**config.mk**
```make
export PLATFORM = sky130hd
export DESIGN_NAME = lzc_pipe
export DESIGN_NICKNAME = d
export VERILOG_FILES = /design/src/rtl/lzc_pkg.sv /design/src/rtl/lzc_tree.sv /design/src/rtl/lzc_pipe.sv
export SDC_FILE = /design/constraint.sdc
export NUM_CORES = 1
export LEC_CHECK = 0
export CAP_MARGIN = 20
export CORE_MARGIN = 2
export CORE_UTILIZATION = 60
export DETAILED_ROUTE_END_ITERATION = 10
export DONT_BUFFER_PORTS = 1
export PLACE_DENSITY = 0.76
export SYNTH_ARGS = -nofsm -noshare
export SYNTH_HDL_FRONTEND = slang
export SYNTH_SLANG_ARGS = --single-unit
export TNS_END_PERCENT = 30
```
**constraint.sdc**
```tcl
create_clock -name clk -period 2.1 [get_ports clk]
set_input_delay 0.525 -clock clk [delete_from_list [all_inputs] [get_ports clk]]
set_output_delay 0.525 -clock clk [all_outputs]
set_load 0.005 [all_outputs]
```
**src/rtl/lzc_pkg.sv**
```systemverilog
// Shared types and width helpers for the pipelined zero counter.
package lzc_pkg;

  typedef enum logic {
    LZC_LEAD  = 1'b0,
    LZC_TRAIL = 1'b1
  } lzc_mode_e;

  // Operand width rounded up to the next power of two (tree width).
  function automatic int lzc_pad_w(input int w);
    return 1 << $clog2(w);
  endfunction

  function automatic int lzc_cnt_w(input int w);
    return $clog2(w + 1);
  endfunction

endpackage

```
**src/rtl/lzc_tree.sv**
```systemverilog
// Combinational leading-zero tree over a power-of-two width; built recursively
// from 2-bit leaves. The output MSB set means "all bits zero".
module lzc_tree #(
  parameter int P = 16
) (
  input  logic [P-1:0]      x,
  output logic [$clog2(P):0] cnt
);

  if (P == 2) begin : g_leaf
    assign cnt = {~x[1] & ~x[0], ~x[1] & x[0]};
  end else begin : g_node
    localparam int K = $clog2(P);
    logic [K-1:0] cnt_l;
    logic [K-1:0] cnt_r;

    lzc_tree #(.P(P / 2)) u_left  (.x(x[P-1:P/2]), .cnt(cnt_l));
    lzc_tree #(.P(P / 2)) u_right (.x(x[P/2-1:0]), .cnt(cnt_r));

    // Left half empty: count = half width + right count.
    assign cnt = {cnt_l[K-1] & cnt_r[K-1],
                  cnt_l[K-1] & ~cnt_r[K-1],
                  cnt_l[K-1] ? cnt_r[K-2:0] : cnt_l[K-2:0]};
  end

endmodule

```
**src/rtl/lzc_pipe.sv**
```systemverilog
// Three-stage leading/trailing zero counter with normalising shift and a
// valid/ready stall chain (capture, count, normalise).
module lzc_pipe
  import lzc_pkg::*;
#(
  parameter int W     = 16,
  parameter int CNT_W = lzc_cnt_w(W)
) (
  input  logic             clk,
  input  logic             reset,
  input  logic             valid_i,
  output logic             ready_o,
  input  logic [W-1:0]     data_i,
  input  logic             mode_i,
  output logic             valid_o,
  input  logic             ready_i,
  output logic [CNT_W-1:0] cnt_o,
  output logic [W-1:0]     norm_o,
  output logic             zero_o,
  output logic             mode_o
);

  localparam int P  = lzc_pad_w(W);
  localparam int TW = $clog2(P) + 1;

  function automatic logic [W-1:0] bit_rev(input logic [W-1:0] x);
    logic [W-1:0] r;
    for (int i = 0; i < W; i++) r[i] = x[W-1-i];
    return r;
  endfunction

  logic             en1, en2, en3;
  logic             v1_q, v1_d, v2_q, v2_d, v3_q, v3_d;
  logic [W-1:0]     d1_q, d1_d, d2_q, d2_d, norm3_q, norm3_d;
  lzc_mode_e        m1_q, m1_d, m2_q, m2_d, m3_q, m3_d;
  logic [CNT_W-1:0] cnt2_q, cnt2_d, cnt3_q, cnt3_d;
  logic             zero2_q, zero2_d, zero3_q, zero3_d;
  logic [P-1:0]     pad;
  logic [TW-1:0]    tree_cnt;

  // Ones appended below the LSB stop the count at W for a zero operand.
  always_comb begin
    pad            = '1;
    pad[P-1 -: W]  = d1_q;
  end

  lzc_tree #(.P(P)) u_tree (.x(pad), .cnt(tree_cnt));

  always_comb begin
    en3     = ~v3_q | ready_i;
    en2     = ~v2_q | en3;
    en1     = ~v1_q | en2;
    v1_d    = v1_q;
    v2_d    = v2_q;
    v3_d    = v3_q;
    d1_d    = d1_q;
    m1_d    = m1_q;
    d2_d    = d2_q;
    m2_d    = m2_q;
    cnt2_d  = cnt2_q;
    zero2_d = zero2_q;
    norm3_d = norm3_q;
    cnt3_d  = cnt3_q;
    zero3_d = zero3_q;
    m3_d    = m3_q;

    if (en1) v1_d = valid_i;
    if (en1 && valid_i) begin
      d1_d = (mode_i == LZC_TRAIL) ? bit_rev(data_i) : data_i;
      m1_d = lzc_mode_e'(mode_i);
    end

    if (en2) v2_d = v1_q;
    if (en2 && v1_q) begin
      d2_d    = (m1_q == LZC_TRAIL) ? bit_rev(d1_q) : d1_q;
      m2_d    = m1_q;
      cnt2_d  = CNT_W'(tree_cnt);
      zero2_d = (tree_cnt == TW'(W));
    end

    if (en3) v3_d = v2_q;
    if (en3 && v2_q) begin
      norm3_d = (m2_q == LZC_TRAIL) ? (d2_q >> cnt2_q) : (d2_q << cnt2_q);
      cnt3_d  = cnt2_q;
      zero3_d = zero2_q;
      m3_d    = m2_q;
    end
  end

  always_ff @(posedge clk) begin
    if (reset) begin
      v1_q    <= 1'b0;
      v2_q    <= 1'b0;
      v3_q    <= 1'b0;
      d1_q    <= '0;
      m1_q    <= LZC_LEAD;
      d2_q    <= '0;
      m2_q    <= LZC_LEAD;
      cnt2_q  <= '0;
      zero2_q <= 1'b0;
      norm3_q <= '0;
      cnt3_q  <= '0;
      zero3_q <= 1'b0;
      m3_q    <= LZC_LEAD;
    end else begin
      v1_q    <= v1_d;
      v2_q    <= v2_d;
      v3_q    <= v3_d;
      d1_q    <= d1_d;
      m1_q    <= m1_d;
      d2_q    <= d2_d;
      m2_q    <= m2_d;
      cnt2_q  <= cnt2_d;
      zero2_q <= zero2_d;
      norm3_q <= norm3_d;
      cnt3_q  <= cnt3_d;
      zero3_q <= zero3_d;
      m3_q    <= m3_d;
    end
  end

  assign ready_o = en1;
  assign valid_o = v3_q;
  assign cnt_o   = cnt3_q;
  assign norm_o  = norm3_q;
  assign zero_o  = zero3_q;
  assign mode_o  = m3_q;

endmodule
```
==> parameters.txt <==
Parameter                              Value

Yosys
  Yosys Warn Count ... 0
  Synthesized-area fraction occupied by ao, oa, aoi and oai cells ... 22.9%
  XOR/XNOR share of the synthesized area ... 0%
  Multiplexer area fraction after synthesis ... 22.6%
  Cell type with the highest aggregate area in the netlist ... dfxtp_1
  Biggest area contributors in the synthesized netlist ... dfxtp_1 (31%), mux2i_1 (16%), a211oi_1 (6.2%)
  Distinct cell type count after synthesis ... 55
  FF+latch count, synth ... 66
  Number of enable-type register cells in the synthesized netlist ... 0
  Synth Net Count ... 523
  Top FF cell, synth ... dfxtp_1
  Synth top area share ... 31.4%
  Gate Count Post-Synth ... 502
  Share of flip-flops with an asynchronous set or reset after synthesis ... 0%
  Synthesized-area fraction occupied by adder cells ... 0%
  Combinational family with the most area after synthesis ... compound AO/OA/AOI/OAI gates
  Post-synthesis sequential area ratio ... 31.4%
  Simple-gate area share of the yosys netlist ... 17.2%
  Netlist Area Pre-Place ... 4210 sq um
  Average size of a mapped cell ... 8.38 sq um

Cells and area
  Layout Area Growth over Synthesis ... 10.4%
  Count of inserted antenna diode cells ... 0
  Commonest cells after routing, fill and taps aside ... mux2i_1 (69), dfxtp_1 (64), nor2_1 (63), nand2_1 (37), a21oi_1 (36)
  Final core utilization ... 68.4%
  Fraction of final layout cells sized beyond drive strength 1 ... 14.1%
  Most common cell after layout, fill and taps aside ... mux2i_1
  Final Net Count ... 525

Power
  Flop pwr share ... 44.4%
  Switch Pwr ... 1.02 mW
  Peak VDD IR ... 0.446 mV
  Logic gate share of total power ... 20.3%
  Part of the total power dissipated in the clock network ... 35.3%
  P per Cell Area ... 687 nW/um^2
  Standby leakage power ... 1.66 nW
  Switching Fraction ... 31.8%
  Int Pwr ... 2.17 mW

GRT
  Met1 Use GR ... 39.9%
  Total congestion overflow after global routing ... 0
  Number of global-route vias before repair ... 3743
  Maximum number of pins on one net before global-route repair ... 54
  Global-route met3 utilization ... 5.28%
  GRT Overall Usage ... 32.5%
  Antenna violations before repair ... 0
  Most heavily used metal layer in global routing ... met2
  Global routing usage on met2 ... 54.5%
  Wire length of the first global-routing pass ... 19100 um

Worst setup path
  Cell class contributing the biggest share of worst-path delay ... compound AO/OA/AOI/OAI gates
  Maximum single-stage delay on the critical path ... 0.43 ns
  Worst Setup Path Type ... reg2reg
  Data arrival time of the critical path ... 2.28 ns
  Master of the slowest instance on the critical path ... dfxtp_2
  Largest fanout on the critical path ... 23
  Required time reported for the critical path endpoint ... 2.36 ns
  Startpoint types ... flip-flop
  Critical path cell sequence ... buf_12, buf_4, mux2i_1, o22ai_1, nor3_1, a2111oi_0, a21o_1
  Buffer and inverter count on the worst path ... 2
  Type of element capturing the critical path ... flip-flop

Drt
  Number of DRC violations after detailed routing ... 0
  Detail-routed via count per cell ... 6.62
  Post-DR wirelength/cell ... 19.7 um
  Number of DRC violations after detailed-routing iteration 0 ... 378
  Number of detailed-routing iterations run before antenna repair ... 6
  Final wirelength ... 11900 um
  Count of vias placed by the detailed router ... 4003
  Post-DRT Antenna Nets ... 0

STA
  Clock skew after layout ... 0.0190 ns
  Final setup viols ... 0
  Setup TNS ... 0 ns
  Hold violation total from the final report ... 0
  Final period utilization ... 96.2%
  Slew of the pin with the lowest slew margin ... 0.591 ns
  Min Clock Period, post-route ... 2.02 ns
  Fmax ... 495 MHz
  Number of max-slew violations in the final report ... 0
  RSZ-0062 raised after global routing ... false
  Headroom to the max-slew limit ... 60.5%

Clock network
  CTS Root Buffer Type ... clkbuf_8
  Hold-fix buffer count after cts ... 0
  Clock-pin slew on the worst setup and hold paths ... 0.09 ns
  Clock sink count ... 66
  Clock latency on the worst-skew pair ... 0.37 ns
  Total clock buffers created by CTS ... 9
  Maximum level of the CTS H-tree ... 3
  Longest Clk Path Bufs ... 2
  TritonCTS clock tree ... built

Die
  Height of the die ... 87.7 um
  Initial cell density of the core ... 61.9%
  Die Span X ... 87.7 um
  Number of primary I/O pins ... 46
  Number of standard-cell rows in the floorplan ... 30
  DIE AREA ... 7700 sq um
  Core footprint ... 6790 sq um

Outcome
  Run status ... finished clean

Place
  Port buffer count ... 0
  Final GP Congestion ... 1.01
  Detailed-placement wirelength estimate ... 8840 um

Min path
  Path category of the worst min-delay check ... in2reg

Run
  Number of max-capacitance violations reported ... 0
==> cell type report <==
| type | count | area, sq um |
|---|---|---|
| well taps | 96 | 120 |
| repair buffers | 34 | 305 |
| fillers | 572 | 2150 |
| multi-input cells | 383 | 2650 |
| clock inverters | 7 | 83.8 |
| inverters | 10 | 37.5 |
| flip-flops and latches | 66 | 1320 |
| clock buffers | 9 | 124 |
==> registers in the layout, summed over array words and instances (netlist names) <==
name	cells
cnt2_q	5
cnt_o	5
d1_q	16
d2_q	16
m1_q	1
m2_q	1
mode_o	1
norm_o	16
v1_q	1
v2_q	1
valid_o	1
zero2_q	1
zero_o	1
==> cells in the mapped netlist, types with 2 or more instances <==
library cell	instances
nand2_1	37
o32ai_1	2
o211ai_1	3
dfxtp_1	66
a31oi_1	6
a221o_1	2
buf_1	2
nor4_1	2
nor3_1	9
mux4_2	9
inv_1	8
o31ai_1	2
a2111oi_0	3
and3_1	2
a21o_1	3
nand3b_1	2
a221oi_1	2
clkbuf_1	26
a211oi_1	35
or4_1	3
a22o_1	4
nand4_1	2
nand2b_1	10
and2_1	2
a22oi_1	4
mux2_2	5
nor2_1	63
o221ai_1	2
buf_2	7
o22ai_1	6
nor2b_1	7
nand3_1	15
a32o_1	4
mux2i_1	69
clkinv_1	2
a21oi_1	37
o21ai_0	15
buf_4	4
buf_6	3
or3_1	2
==> layer usage <==
| layer | share of wire, % | up-vias | wire, um |
|---|---|---|---|
| met4 | 4.6 | 0 | 548 |
| met5 | 0 | - | 0 |
| met3 | 5.7 | 47 | 685 |
| li1 | - | 1895 | - |
| met2 | 49 | 190 | 5840 |
| met1 | 41 | 1871 | 4860 |
==> final timing paths <==
kind	from	endpoint	slack (ns)	cells after the start
worst max-delay path	cnt2_q[1]	norm_o[3]	0.08	7
worst max register to register	cnt2_q[1]	norm_o[3]	0.08	7
worst min register to register	zero2_q	zero2_q	0.45	2
worst min-delay path	reset	cnt_o[1]	0.21	1
==> through the flow <==
step / cell area, sq um / power (mW) / worst slack [ns] / cells / hold WS (ns)
after floorplan: 4210 / 1.89 / 0.397 / 502 / 0.435
after global placement: 4440 / 2.06 / 0.154 / 589 / 0.442
after detailed placement: 4440 / 2.07 / 0.123 / 589 / 0.445
after CTS: 4640 / 3.19 / 0.112 / 605 / 0.206
after global routing: 4640 / 3.31 / 0.0342 / 605 / 0.210
final: 4640 / 3.19 / 0.0790 / 605 / 0.213
==> worst register-to-register path: stages (launching register included) <==
cell       delay, ns
dfxtp_2         0.43
buf_12          0.20
buf_4           0.14
mux2i_1         0.31
o22ai_1         0.14
nor3_1          0.38
a2111oi_0       0.14
a21o_1          0.19
==> power groups by stage <==
stage | combinational [mW] | clock, mW | sequential [mW]
2_1_floorplan | 0.488 | 0 | 1.40
3_3_place_gp | 0.621 | 0 | 1.44
3_5_place_dp | 0.630 | 0 | 1.44
4_1_cts | 0.634 | 1.14 | 1.41
5_1_grt | 0.694 | 1.19 | 1.43
6_report | 0.646 | 1.13 | 1.42
==> cells by family (layout without fill, tap and decap cells) <==
| logic type | count (synthesis) | count (layout) |
|---|---|---|
| DFF | 66 | 66 |
| and+or+nand+nor | 159 | 159 |
| AOI/OAI and AO/OA | 141 | 141 |
| buffers and inverters | 53 | 60 |
| muxes | 83 | 83 |
==> repair_timing <==
action,CTS,global route
resized for setup,0,1
buffers inserted,0,0
endpoints found under the setup margin,0,5
Note: power is estimated with default switching activity, not from simulation.
